File: src/rtl/spi_tx_arbiter.sv
// rtl/spi_tx_arbiter.sv - round-robin arbiter sharing one spi_tx serializer among N_REQ requesters
// Captures one frame at a time, hands it to spi_tx, and reports completion once the serializer is idle.
module spi_tx_arbiter #(
  parameter int N_REQ      = 4,
  parameter int IDW        = 2,
  parameter int DW         = 24,
  parameter int GAP_CYCLES = 0,
  parameter int CNT_W      = 16
) (
  input  logic                  clk,
  input  logic                  RSTn,
  input  logic [N_REQ-1:0]      req_valid,
  input  logic [N_REQ*DW-1:0]   req_data,
  output logic [N_REQ-1:0]      req_ready,
  output logic [DW-1:0]         spi_bus_data,
  output logic                  spi_bus_vld,
  input  logic                  spi_rdy,
  output logic                  done_valid,
  output logic [IDW-1:0]        done_id,
  output logic                  busy,
  output logic [CNT_W-1:0]      frames_sent
);

  typedef enum logic [1:0] {
    S_ARB  = 2'd0,
    S_SEND = 2'd1,
    S_BUSY = 2'd2,
    S_GAP  = 2'd3
  } state_t;

  state_t                 state;
  state_t                 state_nxt;
  logic [IDW-1:0]         last_id;
  logic [IDW-1:0]         grant_id;
  logic [7:0]             gap_cnt;

  logic [IDW-1:0]         start_idx;
  logic [2*N_REQ-1:0]     rot_valid;
  logic [IDW-1:0]         offs;
  logic [IDW:0]           grant_sum;
  logic [IDW-1:0]         grant;
  logic                   any_req;
  logic                   bus_hs;

  assign any_req = |req_valid;
  assign bus_hs  = spi_bus_vld && spi_rdy;
  assign busy    = (state != S_ARB);

  // Rotate the request vector so the slot after last_id sits at bit 0, then take the lowest set bit.
  always_comb begin
    start_idx = (last_id == IDW'(N_REQ - 1)) ? '0 : last_id + 1'b1;
    rot_valid = {req_valid, req_valid} >> start_idx;
    offs      = '0;
    for (int i = N_REQ - 1; i >= 0; i--) begin
      if (rot_valid[i]) begin
        offs = IDW'(i);
      end
    end
    grant_sum = {1'b0, start_idx} + {1'b0, offs};
    if (grant_sum >= (IDW+1)'(N_REQ)) begin
      grant = IDW'(grant_sum - (IDW+1)'(N_REQ));
    end else begin
      grant = grant_sum[IDW-1:0];
    end
  end

  always_ff @(posedge clk or negedge RSTn) begin
    if (!RSTn) begin
      state <= S_ARB;
    end else begin
      state <= state_nxt;
    end
  end

  always_comb begin
    state_nxt = state;
    req_ready = '0;
    case (state)
      S_ARB: begin
        if (any_req) begin
          req_ready[grant] = 1'b1;
          state_nxt        = S_SEND;
        end
      end
      S_SEND: begin
        if (bus_hs) begin
          state_nxt = S_BUSY;
        end
      end
      S_BUSY: begin
        if (spi_rdy) begin
          state_nxt = (GAP_CYCLES > 0) ? S_GAP : S_ARB;
        end
      end
      S_GAP: begin
        if (gap_cnt <= 8'd1) begin
          state_nxt = S_ARB;
        end
      end
      default: state_nxt = S_ARB;
    endcase
  end

  always_ff @(posedge clk or negedge RSTn) begin
    if (!RSTn) begin
      last_id      <= IDW'(N_REQ - 1);
      grant_id     <= '0;
      gap_cnt      <= '0;
      spi_bus_vld  <= 1'b0;
      spi_bus_data <= '0;
      done_valid   <= 1'b0;
      done_id      <= '0;
      frames_sent  <= '0;
    end else begin
      done_valid <= 1'b0;
      case (state)
        S_ARB: begin
          if (any_req) begin
            spi_bus_data <= req_data[grant*DW +: DW];
            grant_id     <= grant;
            last_id      <= grant;
            spi_bus_vld  <= 1'b1;
          end
        end
        S_SEND: begin
          if (bus_hs) begin
            spi_bus_vld <= 1'b0;
          end
        end
        S_BUSY: begin
          // spi_rdy only returns high once the serializer has finished shifting
          if (spi_rdy) begin
            done_valid  <= 1'b1;
            done_id     <= grant_id;
            frames_sent <= frames_sent + 1'b1;
            gap_cnt     <= 8'(GAP_CYCLES);
          end
        end
        S_GAP: begin
          gap_cnt <= gap_cnt - 8'd1;
        end
        default: ;
      endcase
    end
  end

endmodule

File: config.mk
export PLATFORM = sky130hd
export DESIGN_NAME = spi_tx_arbiter
export DESIGN_NICKNAME = d
export VERILOG_FILES = /design/src/rtl/spi_tx_arbiter.sv
export SDC_FILE = /design/constraint.sdc
export NUM_CORES = 1
export LEC_CHECK = 0
export ABC_AREA = 1
export CAP_MARGIN = 40
export CORE_ASPECT_RATIO = 0.5
export CORE_UTILIZATION = 50
export DETAILED_ROUTE_END_ITERATION = 6
export DONT_BUFFER_PORTS = 1
export GPL_TIMING_DRIVEN = 0
export PLACE_DENSITY = 0.69
export SYNTH_ARGS = -nofsm -noshare
export SYNTH_HDL_FRONTEND = slang
export SYNTH_SLANG_ARGS = --single-unit
File: constraint.sdc
create_clock -name clk -period 3.75 [get_ports clk]
set_input_delay 0.9375 -clock clk [delete_from_list [all_inputs] [get_ports clk]]
set_output_delay 0.9375 -clock clk [all_outputs]
set_load 0.01 [all_outputs]
[After elaboration in Yosys (flattened, before gate mapping)]
Index checks and enable logic that the tools add are counted.
Storage, ports and cells
  logic and storage cells: 63
  register bits: 58
  output and inout port bits: 49
  input bits: 103
Operators by class
  multiplexer cells: 22
  magnitude comparators: 4
  $add $sub $neg: 5
  shift-type cells: 2
  reductions and logical operators: 12
  equal/unequal tests: 8
  multipliers: 1
Operators by type and width (count)
  $shiftx 96x8->24: 1
  $mux 2: 10
  $add 16x1->16 const B: 1
  $pmux 8 s2: 1
  $le 8x1->1 const B: 1
  $mux 4: 2
  $mux 8: 1
  $ne 2x2->1 const B: 4
  $pmux 2 s4: 1
  $shr 8x2->4: 1
  $sub 8x1->8 const B: 1
  $eq 2x2->1 const B: 3
  $reduce_and 2->1: 3
  $reduce_bool 2->1: 3
  $mux 1: 5
  $mul 2x2->4 const B: 1
  $reduce_and 4->1: 1
  $reduce_or 4->1: 1
  $add 2x2->3: 1
  $ge 3x3->1 const B: 1
  $lt 2x3->1 const B: 1
  $reduce_and 3->1: 1
  $add 2x1->2 const B: 1
  $demux 1 s2: 1
  6 further kinds: 7

[Depth between registers and ports, before layout]
  word-level depth: 16
  mapped depth: 19
  depth with buffers taken out: 18

[Least setup slack after synthesis]
OpenSTA, ideal clock, no wires.
  path kind: input to output
  from: input req_valid[3]
  to: output req_ready[0]
  setup slack: 294 ps
  cell stages on the path: 16
  arrival: 2518 ps
  required time: 2812 ps
  buffers on the path: 1
  path through: inv_1 nand2_1 nand2_1 nand2_1 nand2_1 nand2_1 nand2_1 nand2_1 inv_1 ha_1 xor2_1 inv_1 nand3_4 nand2_8 buf_8 nor2_1
On the way
  longest elaborated chain between the ends: 14
  elaborated cells on any way between the ends: 17
  classes of those cells: 2 x add/sub; 3 x order compare; 1 x shift; 9 x mux; 2 x reduce/logical
RTL lines
  from (decl): RTL line 12  | input logic [N_REQ-1:0] req_valid,
  $shr 8x2->4: RTL line 52  | rot_valid = {req_valid, req_valid} >> start_idx;
  $mux 2 (4 in a row): RTL line 55  | if (rot_valid[i]) begin
  $add 2x2->3: RTL line 59  | grant_sum = {1'b0, start_idx} + {1'b0, offs};
  $ge 3x3->1 or $sub 2x1->2 (tied branches): RTL line 60, 61
  $mux 2: RTL line 60  | if (grant_sum >= (IDW+1)'(N_REQ)) begin
  $lt 2x3->1 (not written as such) or $ge 2x1->1 (tied branches): RTL line 81  | req_ready[grant] = 1'b1;
  $logic_and 1x1->1 (not written as such): RTL line 81
  $mux 1 (not written as such): RTL line 81
  $demux 1 s2: RTL line 81
  $mux 4 *: RTL line 80  | if (any_req) begin
  $mux 4 *: RTL line 78  | case (state)
  to (decl): RTL line 14  | output logic [N_REQ-1:0] req_ready,
Mark *: on every way between the ends. The rest lies on a longest branch, timed or not.

[Worst setup path in the final report]
  from: register last_id[0]
  to: output req_ready[2]
On the way
  longest elaborated chain between the ends: 16
  elaborated cells on any way between the ends: 19
  classes of those cells: 3 x add/sub; 3 x order compare; 1 x eq/ne; 1 x shift; 10 x mux; 1 x reduce/logical
RTL lines
  from (decl): RTL line 33  | logic [IDW-1:0] last_id;
  from (signal assigned): RTL line 106  | last_id <= IDW'(N_REQ - 1);
  from (signal assigned): RTL line 121  | last_id <= grant;
  $add 2x1->2 or $eq 2x2->1 (tied branches): RTL line 51  | start_idx = (last_id == IDW'(N_REQ - 1)) ? '0 : last_id + 1'b1;
  $mux 2 *: RTL line 51
  $shr 8x2->4: RTL line 52
  $mux 2 (4 in a row): RTL line 55
  $add 2x2->3 *: RTL line 59
  $ge 3x3->1 or $sub 2x1->2 (tied branches): RTL line 60, 61
  $mux 2 *: RTL line 60
  $lt 2x3->1 (not written as such) or $ge 2x1->1 (tied branches): RTL line 81
  $logic_and 1x1->1 (not written as such): RTL line 81
  $mux 1 (not written as such): RTL line 81
  $demux 1 s2 *: RTL line 81
  $mux 4 *: RTL line 80
  $mux 4 *: RTL line 78
Marks and branches as above.

==> results.md <==
- Final setup viols: 0
- IO Pins: 152
- Final Wtd Congestion: about 0.82
- Vias per cell: around 5.3
- Share of the synthesized area in the top cell type: between 30 and 40%
- Initial Util: between 50 and 60%
- Via count of the first global-routing pass: between 3k and 4k
- Buffers on Ports: 0
- Setup crit start: last_id[0]
- Mapped cell area: 3710 µm²
- N_diodes: 0
- Max Freq: 275 MHz
- First-pass GRT wire length: 14700 µm
- # DRC: 0
- TNS Setup: 0 ns
- Max-slew violations: 0
- Syn-to-layout area delta: 13.6%
- CTS tree: built
- Sink Count: 58
- Clock transition at path regs: roughly 0.050 ns
- Setup skew after layout: between 0.003 and 0.004 ns
- Largest net degree at the start of global routing: just under 60
- Worst Hold Class: primary input to async pin
- Gr usage total: around 25%
- HPWL Detailed: about 6800 µm
- Core Area: roughly 6900 µm²
- Slew HR: 66.6%
- Syn Inst Count: ~510
- Global route total overflow: 0
- Clk_lat worst skew: 0.32 ns
- Detailed Route Iter0 Violations: between 150 and 200
- Via Count: roughly 3.3k
- Post-DRT Antenna Nets: 0
- Commonest non-fill, non-tap cells in the layout: nand2_1, dfrtp_1, nand3_1
- Post-Place Cell Area: around 3800 µm²
- Layout cells sized above 1: 16.4%
- Clk buf depth: 2
- Most common cell after layout, fill and taps aside: nand2_1
- Post-route cell area: 4210 µm²
- Register bit total from synthesis: between 50 and 60
- Max-Cap Viols: 0
- Area leader, netlist: dfrtp_1
- Synth warn: 0
- Die H: between 60 and 70 µm
- Number of buffers created by CTS: 9
- Fillers: 638
- Period utilisation layout: a little over nine tenths
- DRT Pass-1 Iters: 4
- Final hold violation count: 0
- Post-synthesis cell type count: 30
- Worst-Margin Slew: approximately 0.50 ns
- Worst-path fanout max: 10
- Die footprint: 7780 µm²
- Wirelength, routed: between 9000 and 10000 µm
- Routed len/inst: about 15 µm
- Post-synthesis sequential area ratio: ~39%
- H-tree levels: 3
- Min Clock Period, post-route: approximately 3.6 ns
- Required @ worst endpoint: 2.81 ns
- Synth area leaders: dfrtp_1, nand2_1, nand3_1, nand3_2, nand4_1
- Rows: 21
- Critical Path AT: between 2 and 3 ns
- Nature of the critical path startpoint: register
- Setup crit end kind: primary output
- Synthesized area per cell: slightly above 7 µm²
- Status: complete, no violations
- Die Wd: between 100 and 150 µm
- Initial antenna violation count: 0
- Critical R2R Launch: last_id[0]
- Final #Nets: 640
- Hold WS: between 0.3 and 0.4 ns
- Worst setup path category: register to primary output
- Syn nets: 622
- Clk root buf: clkbuf_16
-- what timing repair did --
item | in CTS | in global routing
pin swaps | 1 | 6
setup endpoints to repair | 4 | 4
setup buffers | 1 | 7
hold buffers | 0 | 0
gates resized for setup | 7 | 7
cloned | 0 | 0
-- worst paths after layout --
path                                        end  slack, ns  depth (start not counted)
worst min register to register       gap_cnt[5]       0.49                          1
worst min-delay path            frames_sent[14]       0.31                          0
worst max register to register  spi_bus_data[5]       0.85                         16
worst max-delay path               req_ready[2]       0.11                         17
min in group clk                     gap_cnt[5]       0.49                          1
max in group asynchronous            last_id[1]       3.26                          0
-- registers in the layout, indices dropped and copies added (netlist names) --
register and count:
state 2, spi_bus_vld 1, done_valid 1, gap_cnt 8, done_id 2, grant_id 2, frames_sent 16, last_id 2
spi_bus_data 24
-- synthesized netlist by cell type --
library cell / n
a21oi_1: 5
buf_1: 1
buf_2: 6
buf_4: 2
buf_8: 2
clkbuf_1: 13
dfrtp_1: 56
dfstp_2: 2
ha_1: 5
inv_1: 34
inv_2: 6
mux2_2: 1
nand2_1: 224
nand2_2: 5
nand2_4: 2
nand2_8: 1
nand3_1: 46
nand3_2: 19
nand3_4: 1
nand4_1: 26
nor2_1: 17
nor2_2: 2
nor2_4: 2
nor3_1: 2
nor3_2: 4
nor4_1: 1
o21ai_0: 12
o22ai_1: 1
xnor2_1: 8
xor2_1: 8
-- area by class of cell --
| type | instances | area, µm² | area share, % |
|---|---|---|---|
| multi-input combinational | 392 | 2040 | 48.3 |
| sequential | 58 | 1450 | 34.5 |
| clock buffer | 11 | 243 | 5.76 |
| inverter | 40 | 150 | 3.57 |
| buffer | 23 | 124 | 2.94 |
| tap | 92 | 115 | 2.73 |
| timing repair buffer | 8 | 60.1 | 1.43 |
| clock inverter | 5 | 30.0 | 0.713 |
-- metrics by stage --
| stage | setup slack, ns | cells | utilization, % |
|---|---|---|---|
| 2_1_floorplan | 0.294 | 514 | - |
| 6_report | 0.109 | 629 | 60.9 |
| 4_1_cts | 0.0215 | 623 | 59.8 |
| 5_1_grt | -0.0640 | 629 | 60.9 |
| 3_3_place_gp | 0.107 | 606 | 55.3 |
| 3_5_place_dp | 0.107 | 606 | 55.3 |
-- layer usage --
layer / share of wire [%] / wire [µm] / GRT usage, %
met4: 1.6 / 148 / 7.38
met1: 45 / 4180 / 31.6
met3: 4.7 / 433 / 6.39
met2: 49 / 4490 / 40.2
met5: 0 / 0 / 0
-- logic make-up (layout without fill, tap and decap cells) --
group	after synthesis	count (layout)	share of synthesized area [%]
mux	1	1	0.304
buf+inv	64	87	7.49
flops	58	58	39.2
compound gates	18	18	2.46
fa+ha+maj	5	5	1.69
simple gates	352	352	45.1
xor+xnor	16	16	3.78
-- worst max-delay path, cell delays in order (launching register included) --
cell     delay [ns]
dfstp_2        0.57
ha_4           0.24
inv_2          0.08
nand3_1        0.09
nand2_2        0.09
inv_1          0.04
nand2_1        0.06
nand2_1        0.07
nand2_1        0.11
inv_2          0.06
ha_4           0.17
xor2_4         0.19
inv_2          0.07
nand3_4        0.10
nand2_8        0.08
buf_8          0.15
inv_2          0.04
nor2_2         0.15
Power is not shown: default switching activity piles up to over one toggle a cycle in this logic, so the estimate is an artifact.
